<file path="src/rtl/regfile_pkg.sv">
// Shared constants and address helpers for the MMIO register file:
// default window placement, named peripheral registers, window membership.
package regfile_pkg;

    localparam int DEF_OUT_BASE    = 18;
    localparam int DEF_N_OUT       = 5;
    localparam int DEF_IN_BASE     = 26;
    localparam int DEF_N_IN        = 3;
    localparam int DEF_STATUS_ADDR = 29;

    // Peripheral registers exported through the output window
    localparam int ADDR_SERVO        = 18;
    localparam int ADDR_STEP_X_DIR   = 19;
    localparam int ADDR_STEP_Y_DIR   = 20;
    localparam int ADDR_STEP_X_SPEED = 21;
    localparam int ADDR_STEP_Y_SPEED = 22;

    function automatic bit in_window(int addr, int base, int size);
        return (addr >= base) && (addr < base + size);
    endfunction

    // Address 0, the input window and the status register never hold written data
    function automatic bit is_writable(int addr, int in_base, int n_in, int status_addr);
        return (addr != 0) && !in_window(addr, in_base, n_in) && (addr != status_addr);
    endfunction

endpackage

</file>
<file path="src/rtl/regfile_mmio_if.sv">
// Processor-side register-file bus: one write port and N_RD packed read ports.
interface regfile_mmio_if #(
    parameter int DATA_W = 32,
    parameter int ADDR_W = 5,
    parameter int N_RD   = 2
);
    logic                   ctrl_writeEnable;
    logic [ADDR_W-1:0]      ctrl_writeReg;
    logic [DATA_W-1:0]      data_writeReg;
    logic [N_RD*ADDR_W-1:0] ctrl_readReg;
    logic [N_RD*DATA_W-1:0] data_readReg;

    modport master (
        output ctrl_writeEnable, ctrl_writeReg, data_writeReg, ctrl_readReg,
        input  data_readReg
    );

    modport slave (
        input  ctrl_writeEnable, ctrl_writeReg, data_writeReg, ctrl_readReg,
        output data_readReg
    );
endinterface

</file>
<file path="src/rtl/regfile_mmio_sync2.sv">
// Two-flop synchroniser for a quasi-static multi-bit external source.
module sync2 #(
    parameter int WIDTH = 1
) (
    input  logic             clock,
    input  logic             ctrl_reset,
    input  logic [WIDTH-1:0] d,
    output logic [WIDTH-1:0] q
);
    logic [WIDTH-1:0] s1;

    always_ff @(posedge clock or negedge ctrl_reset) begin
        if (!ctrl_reset) begin
            s1 <= '0;
            q  <= '0;
        end else begin
            s1 <= d;
            q  <= s1;
        end
    end
endmodule

</file>
<file path="src/rtl/regfile_mmio.sv">
// Parametrised register file with write bypass, an exported output window with
// update strobes, a synchronised read-only input window and a sticky W1C status.
module regfile_mmio
    import regfile_pkg::*;
#(
    parameter int DATA_W      = 32,
    parameter int ADDR_W      = 5,
    parameter int N_RD        = 2,
    parameter int OUT_BASE    = DEF_OUT_BASE,
    parameter int N_OUT       = DEF_N_OUT,
    parameter int IN_BASE     = DEF_IN_BASE,
    parameter int N_IN        = DEF_N_IN,
    parameter int STATUS_ADDR = DEF_STATUS_ADDR,
    parameter bit BYPASS      = 1'b1
) (
    input  logic                    clock,
    input  logic                    ctrl_reset,
    regfile_mmio_if.slave           bus,
    output logic [N_OUT*DATA_W-1:0] out_regs,
    output logic [N_OUT-1:0]        out_update,
    input  logic [N_IN*DATA_W-1:0]  in_regs
);
    localparam int DEPTH = 2 ** ADDR_W;

    localparam bit OUT_OK  = (OUT_BASE > 0) && (N_OUT > 0) && (OUT_BASE + N_OUT <= DEPTH);
    localparam bit IN_OK   = (IN_BASE > 0) && (N_IN > 0) && (IN_BASE + N_IN <= DEPTH);
    localparam bit STAT_OK = (STATUS_ADDR > 0) && (STATUS_ADDR < DEPTH);
    localparam bit DISJ_OK = ((OUT_BASE + N_OUT <= IN_BASE) || (IN_BASE + N_IN <= OUT_BASE))
                             && !in_window(STATUS_ADDR, OUT_BASE, N_OUT)
                             && !in_window(STATUS_ADDR, IN_BASE, N_IN);
    localparam bit W_OK    = (N_IN <= DATA_W);

    if (!(OUT_OK && IN_OK && STAT_OK && DISJ_OK && W_OK)) begin : g_param_check
        $error("regfile_mmio: illegal window/status parameters");
    end

    logic [DATA_W-1:0] mem [DEPTH];
    logic [DATA_W-1:0] s2 [N_IN];
    logic [DATA_W-1:0] s3 [N_IN];
    logic [N_IN-1:0]   status;
    logic [N_IN-1:0]   change;
    logic [N_IN-1:0]   clear;
    logic [N_OUT-1:0]  out_hit;
    logic [ADDR_W-1:0] wa;
    logic              wr_store;
    logic              wr_status;
    logic [N_RD*DATA_W-1:0] rd_data;

    assign wa = bus.ctrl_writeReg;

    // Writes are dead while reset is held, so nothing is stored or forwarded then
    assign wr_store  = bus.ctrl_writeEnable && ctrl_reset
                       && is_writable(int'(wa), IN_BASE, N_IN, STATUS_ADDR);
    assign wr_status = bus.ctrl_writeEnable && ctrl_reset && (int'(wa) == STATUS_ADDR);

    always_ff @(posedge clock or negedge ctrl_reset) begin
        if (!ctrl_reset) begin
            for (int a = 0; a < DEPTH; a++) mem[a] <= '0;
        end else if (wr_store) begin
            mem[wa] <= bus.data_writeReg;
        end
    end

    for (genvar i = 0; i < N_OUT; i++) begin : g_out
        assign out_regs[i*DATA_W +: DATA_W] = mem[OUT_BASE + i];
    end

    always_comb begin
        out_hit = '0;
        for (int i = 0; i < N_OUT; i++) begin
            out_hit[i] = wr_store && (int'(wa) == OUT_BASE + i);
        end
    end

    always_ff @(posedge clock or negedge ctrl_reset) begin
        if (!ctrl_reset) out_update <= '0;
        else             out_update <= out_hit;
    end

    for (genvar i = 0; i < N_IN; i++) begin : g_in
        sync2 #(.WIDTH(DATA_W)) u_sync (
            .clock      (clock),
            .ctrl_reset (ctrl_reset),
            .d          (in_regs[i*DATA_W +: DATA_W]),
            .q          (s2[i])
        );
    end

    // s3 lags the visible value by one edge; a difference marks a fresh change
    always_ff @(posedge clock or negedge ctrl_reset) begin
        if (!ctrl_reset) begin
            for (int i = 0; i < N_IN; i++) s3[i] <= '0;
        end else begin
            for (int i = 0; i < N_IN; i++) s3[i] <= s2[i];
        end
    end

    always_comb begin
        change = '0;
        for (int i = 0; i < N_IN; i++) change[i] = (s2[i] != s3[i]);
        clear = wr_status ? bus.data_writeReg[N_IN-1:0] : '0;
    end

    always_ff @(posedge clock or negedge ctrl_reset) begin
        if (!ctrl_reset) status <= '0;
        else             status <= (status & ~clear) | change;
    end

    always_comb begin : read_mux
        logic [ADDR_W-1:0] ra;
        ra      = '0;
        rd_data = '0;
        for (int p = 0; p < N_RD; p++) begin
            ra = bus.ctrl_readReg[p*ADDR_W +: ADDR_W];
            if (int'(ra) == STATUS_ADDR) begin
                rd_data[p*DATA_W +: N_IN] = status;
            end else if (in_window(int'(ra), IN_BASE, N_IN)) begin
                for (int i = 0; i < N_IN; i++) begin
                    if (int'(ra) == IN_BASE + i) rd_data[p*DATA_W +: DATA_W] = s2[i];
                end
            end else if (BYPASS && wr_store && (ra == wa)) begin
                rd_data[p*DATA_W +: DATA_W] = bus.data_writeReg;
            end else if (ra != '0) begin
                rd_data[p*DATA_W +: DATA_W] = mem[ra];
            end
        end
    end

    assign bus.data_readReg = rd_data;

endmodule

</file>
<file path="src/flat_wrapper.sv">
// flat-port wrapper written by rule: the top's interface ports become plain ports
module regfile_mmio_flat import regfile_pkg::*;
#(
    parameter int DATA_W      = 32,
    parameter int ADDR_W      = 5,
    parameter int N_RD        = 2,
    parameter int OUT_BASE    = DEF_OUT_BASE,
    parameter int N_OUT       = DEF_N_OUT,
    parameter int IN_BASE     = DEF_IN_BASE,
    parameter int N_IN        = DEF_N_IN,
    parameter int STATUS_ADDR = DEF_STATUS_ADDR,
    parameter bit BYPASS      = 1'b1
)
  (clock, ctrl_reset, out_regs, out_update, in_regs, bus_ctrl_writeEnable, bus_ctrl_writeReg, bus_data_writeReg, bus_ctrl_readReg, bus_data_readReg);
  regfile_mmio_if #(.DATA_W(DATA_W), .ADDR_W(ADDR_W), .N_RD(N_RD)) bus_i ();
  input  logic clock;
  input  logic ctrl_reset;
  output logic [N_OUT*DATA_W-1:0] out_regs;
  output logic [N_OUT-1:0] out_update;
  input  logic [N_IN*DATA_W-1:0] in_regs;
  input wire logic [$bits(bus_i.ctrl_writeEnable)-1:0] bus_ctrl_writeEnable;
  input wire logic [$bits(bus_i.ctrl_writeReg)-1:0] bus_ctrl_writeReg;
  input wire logic [$bits(bus_i.data_writeReg)-1:0] bus_data_writeReg;
  input wire logic [$bits(bus_i.ctrl_readReg)-1:0] bus_ctrl_readReg;
  output wire logic [$bits(bus_i.data_readReg)-1:0] bus_data_readReg;
  assign bus_i.ctrl_writeEnable = bus_ctrl_writeEnable;
  assign bus_i.ctrl_writeReg = bus_ctrl_writeReg;
  assign bus_i.data_writeReg = bus_data_writeReg;
  assign bus_i.ctrl_readReg = bus_ctrl_readReg;
  assign bus_data_readReg = bus_i.data_readReg;
  regfile_mmio #(.DATA_W(DATA_W), .ADDR_W(ADDR_W), .N_RD(N_RD), .OUT_BASE(OUT_BASE), .N_OUT(N_OUT), .IN_BASE(IN_BASE), .N_IN(N_IN), .STATUS_ADDR(STATUS_ADDR), .BYPASS(BYPASS)) u_core (.clock(clock), .ctrl_reset(ctrl_reset), .bus(bus_i), .out_regs(out_regs), .out_update(out_update), .in_regs(in_regs));
endmodule
</file>
<file path="config.mk">
export PLATFORM = sky130hd
export DESIGN_NAME = regfile_mmio_flat
export DESIGN_NICKNAME = d
export VERILOG_FILES = /design/src/rtl/regfile_pkg.sv /design/src/rtl/regfile_mmio_if.sv /design/src/rtl/regfile_mmio_sync2.sv /design/src/rtl/regfile_mmio.sv /design/src/flat_wrapper.sv
export SDC_FILE = /design/constraint.sdc
export NUM_CORES = 2
export LEC_CHECK = 0
export ABC_CLOCK_PERIOD_IN_PS = 2700
export BUFFER_PORTS_ARGS = -buffer_cell sky130_fd_sc_hd__buf_2
export CORE_ASPECT_RATIO = 2
export CORE_UTILIZATION = 30
export DETAILED_ROUTE_END_ITERATION = 6
export PLACE_DENSITY = 0.51
export SYNTH_ARGS = -nofsm -noshare
export SYNTH_HDL_FRONTEND = slang
export SYNTH_HIERARCHICAL = 1
export SYNTH_SLANG_ARGS = --single-unit
</file>
<file path="constraint.sdc">
create_clock -name clock -period 2.7 [get_ports clock]
set_input_delay 0.135 -clock clock [delete_from_list [all_inputs] [get_ports clock]]
set_output_delay 0.135 -clock clock [all_outputs]
set_load 0.02 [all_outputs]
</file>
==> metrics.md <==
| Metric | Value |
|---|---|
| Max-capacitance violation count | `0` |
| Count of final setup violators | `between 60 and 70` |
| Slew Limit Headroom | `a little under a fifth` |
| Power density over the cells | `around 660 nW/um2` |
| Worst Skew | `approximately 0.042 ns` |
| Cts bufs inserted | `147` |
| Share of the synthesized area in the top cell type | `between 50% and 60%` |
| RR Endpoint | `u_core/status[2]` |
| Min-Delay Path Depth | `2` |
| Switching portion of total power | `roughly 29%` |
| Min cycle time layout | `about 3.7 ns` |
| Routed WL | `approximately 290000 um` |
| R2r setup slk | `~0.01 ns` |
| Part of the power in combinational logic | `about a fifth` |
| Routing usage on met1 | `a little under a third` |
| Int Power | `approximately 38 mW` |
| GR met3 Demand/Resource | `4.83%` |
| RSZ-0062 raised after global routing | `true` |
| Worst min path class | `in -> reg` |
| Final Hold Slack | `about 0.040 ns` |
| Avg Vias per Cell | `~5.7` |
| Seq/Total Area, Yosys | `approximately 50%` |
| I/O pin count | `375` |
| Hold Path Sink | `u_core/g_in[1].u_sync/s1[15]` |
| FP Rows | `~240` |
| Failing checks | `negative setup slack` |
| Primary FF master, synth | `dfrtp_1` |
| Pin count of the biggest net entering global routing | `between 150 and 200` |
| Fill cell count | `20500` |
| Crit path DAT | `approximately 3.6 ns` |
| Reg clk slew, reported paths | `approximately 0.060 ns` |
| GRT Residual Overflow | `0` |
| Worst Setup Slack, final | `-1.04 ns` |
| LEAKAGE | `approximately 37 nW` |
| Total design power | `between 50 and 60 mW` |
| Core area | `between 200000 and 250000 um2` |
| Syn-to-layout area delta | `26.9%` |
| CP Cell Sequence | `mux4_2, a22o_1, a222oi_1, o221ai_2, a221oi_2, buf_4, nor3_2, buf_4` |
| Die area | `around 220000 um2` |
| Max Clock Freq | `around 270 MHz` |
| Crit Path Max Fanout | `3` |
| Slew Viols, Final | `0` |
| Gate Count Post-Synth | `around 4600` |
| Total Routing Usage GR | `a little over a quarter` |
| TritonCTS clock tree | `done` |
| Crit path kind | `reg -> out` |
| CP endpoint kind | `primary output` |
| Die X | `between 300 and 400 um` |
| Post-route DRC | `0` |
| Worst Min Path Start | `in_regs[47]` |
| FF-to-FF path depth | `5` |
| PortBufs | `roughly 370` |
| R2r startpoint | `u_core/g_in[2].u_sync/q[9]` |
| CP most frequent cell | `buf_4` |
| GPL Wtd Cong | `~0.95` |
| Synth Net Count | `between 4000 and 5000` |
| CTS max path bufs | `4` |
| Clk Latency, worst-skew pair | `between 0.8 and 0.9 ns` |
| Share of post-route cells with drive strength above 1 | `52.3%` |
| Fin crit share | `138%` |
| Ys Warns | `6` |
| Switching power | `between 15 and 20 mW` |
| Initial antenna violation count | `15` |
| Top area cells in the synthesized netlist | `dfrtp_1 51%, mux2_2 15%, mux4_2 14%` |
| Clk sink count | `between 1000 and 1500` |
| Clk root buf | `clkbuf_16` |
| Clk network pwr share | `between 30% and 40%` |
| Vias in the first global route | `roughly 50000` |
| Final count of hold timing violations | `0` |
| GRT met2 Usage | `43.6%` |
| Initial Util | `30.2%` |
| Peak supply drop | `0.475 mV` |
| Status | `complete, but fails checks` |
| Fraction of power consumed by sequential logic | `42.9%` |
| Initial DRC count | `~3900` |
| Async SR Flop Fraction | `between 90% and 100%` |
| Die span in y | `661 um` |
| Number of synthesized register bits | `roughly 1300` |
| Slowest CP cell | `a222oi_1` |
| EDFF count, synth | `0` |
| TritonRoute pass-1 iters | `5` |
| Synth unique cells | `68` |
| Routed WL per cell | `35.1 um` |
| Required @ worst endpoint | `2.57 ns` |
| H-Tree Depth | `4` |
| Post-Syn Area per Cell | `~14 um2` |
| GRT busiest layer | `met2` |
| Leading area contributor after synthesis | `dfrtp_1` |
| Vias | `46400` |
| Fin nets | `about 5500` |
| CP max stage delay | `0.66 ns` |
| Startpoint types | `flip-flop` |
| Final HPWL DP | `205000 um` |
| Global-route wire length before repair | `slightly above 400000 um` |
| Post-route ant nets | `0` |
| Synthesized area | `between 60000 and 70000 um2` |
| Pin slew with the least headroom to its limit | `between 1 and 1.5 ns` |
-- sequential cells by signal, indices dropped and copies added (netlist names) --
name / flops
u_core/g_in.u_sync/q: 96
u_core/status: 3
u_core/out_update: 5
u_core/g_in.u_sync/s1: 96
u_core/mem: 864
u_core/s3: 96
u_core/out_regs: 160
-- cell usage after synthesis, types with 12 or more instances --
cell	instances
buf_4	178
xor2_1	24
nand4_1	45
dfrtp_1	1320
buf_1	31
nor3_1	32
o22ai_1	56
a221oi_1	36
mux2i_1	328
mux2_2	852
buf_2	155
a211oi_1	18
a22o_1	12
o22a_1	15
o211ai_1	38
o21ai_0	73
o221ai_1	26
a21oi_1	90
nand3_1	59
nor2_1	43
nand2_1	64
mux4_2	401
nor2b_1	13
a22oi_1	140
nand2b_1	12
or3_1	13
xnor2_1	82
clkbuf_1	380
mux2_1	16
-- through the flow --
stage	std cells	cell area (um2)	setup TNS, ns	worst slack, ns	utilization, %
2_1_floorplan	4646	65200	0	0.381	-
3_3_place_gp	7666	73200	-15.86	-0.691	33.9
3_5_place_dp	7666	73200	-16.06	-0.625	33.9
4_1_cts	8190	82500	-22.96	-1.03	38.2
5_1_grt	8203	82800	-25.21	-1.08	38.4
6_report	8204	82800	-21.48	-1.04	38.4
-- cells in the final DEF (no fill, tap or decap), types with 32 or more instances in the layout --
cell / instances
dfrtp_1: 1301
mux2_2: 850
buf_4: 580
mux4_2: 401
buf_2: 305
mux2i_1: 302
dlygate4sd3_1: 204
clkbuf_16: 151
buf_12: 118
a22oi_1: 102
xnor2_1: 82
o21ai_0: 70
buf_6: 60
nand2_1: 59
a21oi_1: 57
nand3_1: 56
o22ai_1: 48
nand4_1: 45
o211ai_1: 38
a22oi_2: 38
clkbuf_1: 32
a221oi_4: 32
-- layout make-up --
class	instances	area, um2	area share (%)
inverters	9	33.8	0.0408
multi-input cells	2569	30600	37.0
clock buffers	208	4240	5.12
diodes	2	5.00	0.00604
repair buffers	1271	11000	13.3
flip-flops and latches	1320	33100	39.9
clock inverters	31	342	0.412
well taps	2794	3500	4.22
-- repair_timing --
item                                    4_1_cts  5_1_grt
pin swaps                                   169       62
resized for setup                           416       41
endpoints found under the hold margin       655        0
hold buffers                                204        0
endpoints found under the setup margin       64       64
buffers inserted                             97       15
-- worst max-delay path: cells and delay by family, from the launching register on --
| kind | cells | cell delay (ns) |
|---|---|---|
| AOI/OAI and AO/OA | 4 | 1.53 |
| DFF | 1 | 0.39 |
| buffers and inverters | 2 | 0.34 |
| and+or+nand+nor | 1 | 0.03 |
| muxes | 1 | 0.47 |
-- power by group through the flow --
stage	Combinational, mW	Sequential (mW)	Clock, mW
floorplan	5.81	23.0	0
global placement	9.51	23.6	0
detailed placement	9.60	23.7	0
CTS	10.8	23.3	20.4
global route	11.4	23.5	21.1
finish	11.0	23.3	20.0
-- cells by family after synthesis --
| logic type | synth area share (%) |
|---|---|
| compound gates | 5.76 |
| xor+xnor | 1.42 |
| buf+inv | 5.72 |
| flops | 50.6 |
| mux | 33.9 |
| simple gates | 2.60 |
-- worst max path at each step --
stage / startpoint / to / slack (ns) / cells past startpoint
2_1_floorplan: bus_ctrl_writeReg[0] / bus_data_readReg[3] / 0.38 / 8
3_3_place_gp: bus_ctrl_readReg[0] / bus_data_readReg[30] / -0.69 / 12
3_5_place_dp: bus_ctrl_readReg[0] / bus_data_readReg[30] / -0.62 / 12
4_1_cts: u_core/mem[522] / bus_data_readReg[10] / -1.03 / 8
5_1_grt: u_core/mem[522] / bus_data_readReg[10] / -1.08 / 8
6_report: u_core/mem[522] / bus_data_readReg[10] / -1.04 / 8
-- layer usage --
metal  share of wire [%]  vias up
met1                  37    25000
met2                  48     2145
met4                 8.4       10
met5               0.022        -
met3                 6.4      731
li1                    -    18500
Note: power is estimated with default switching activity, not from simulation.
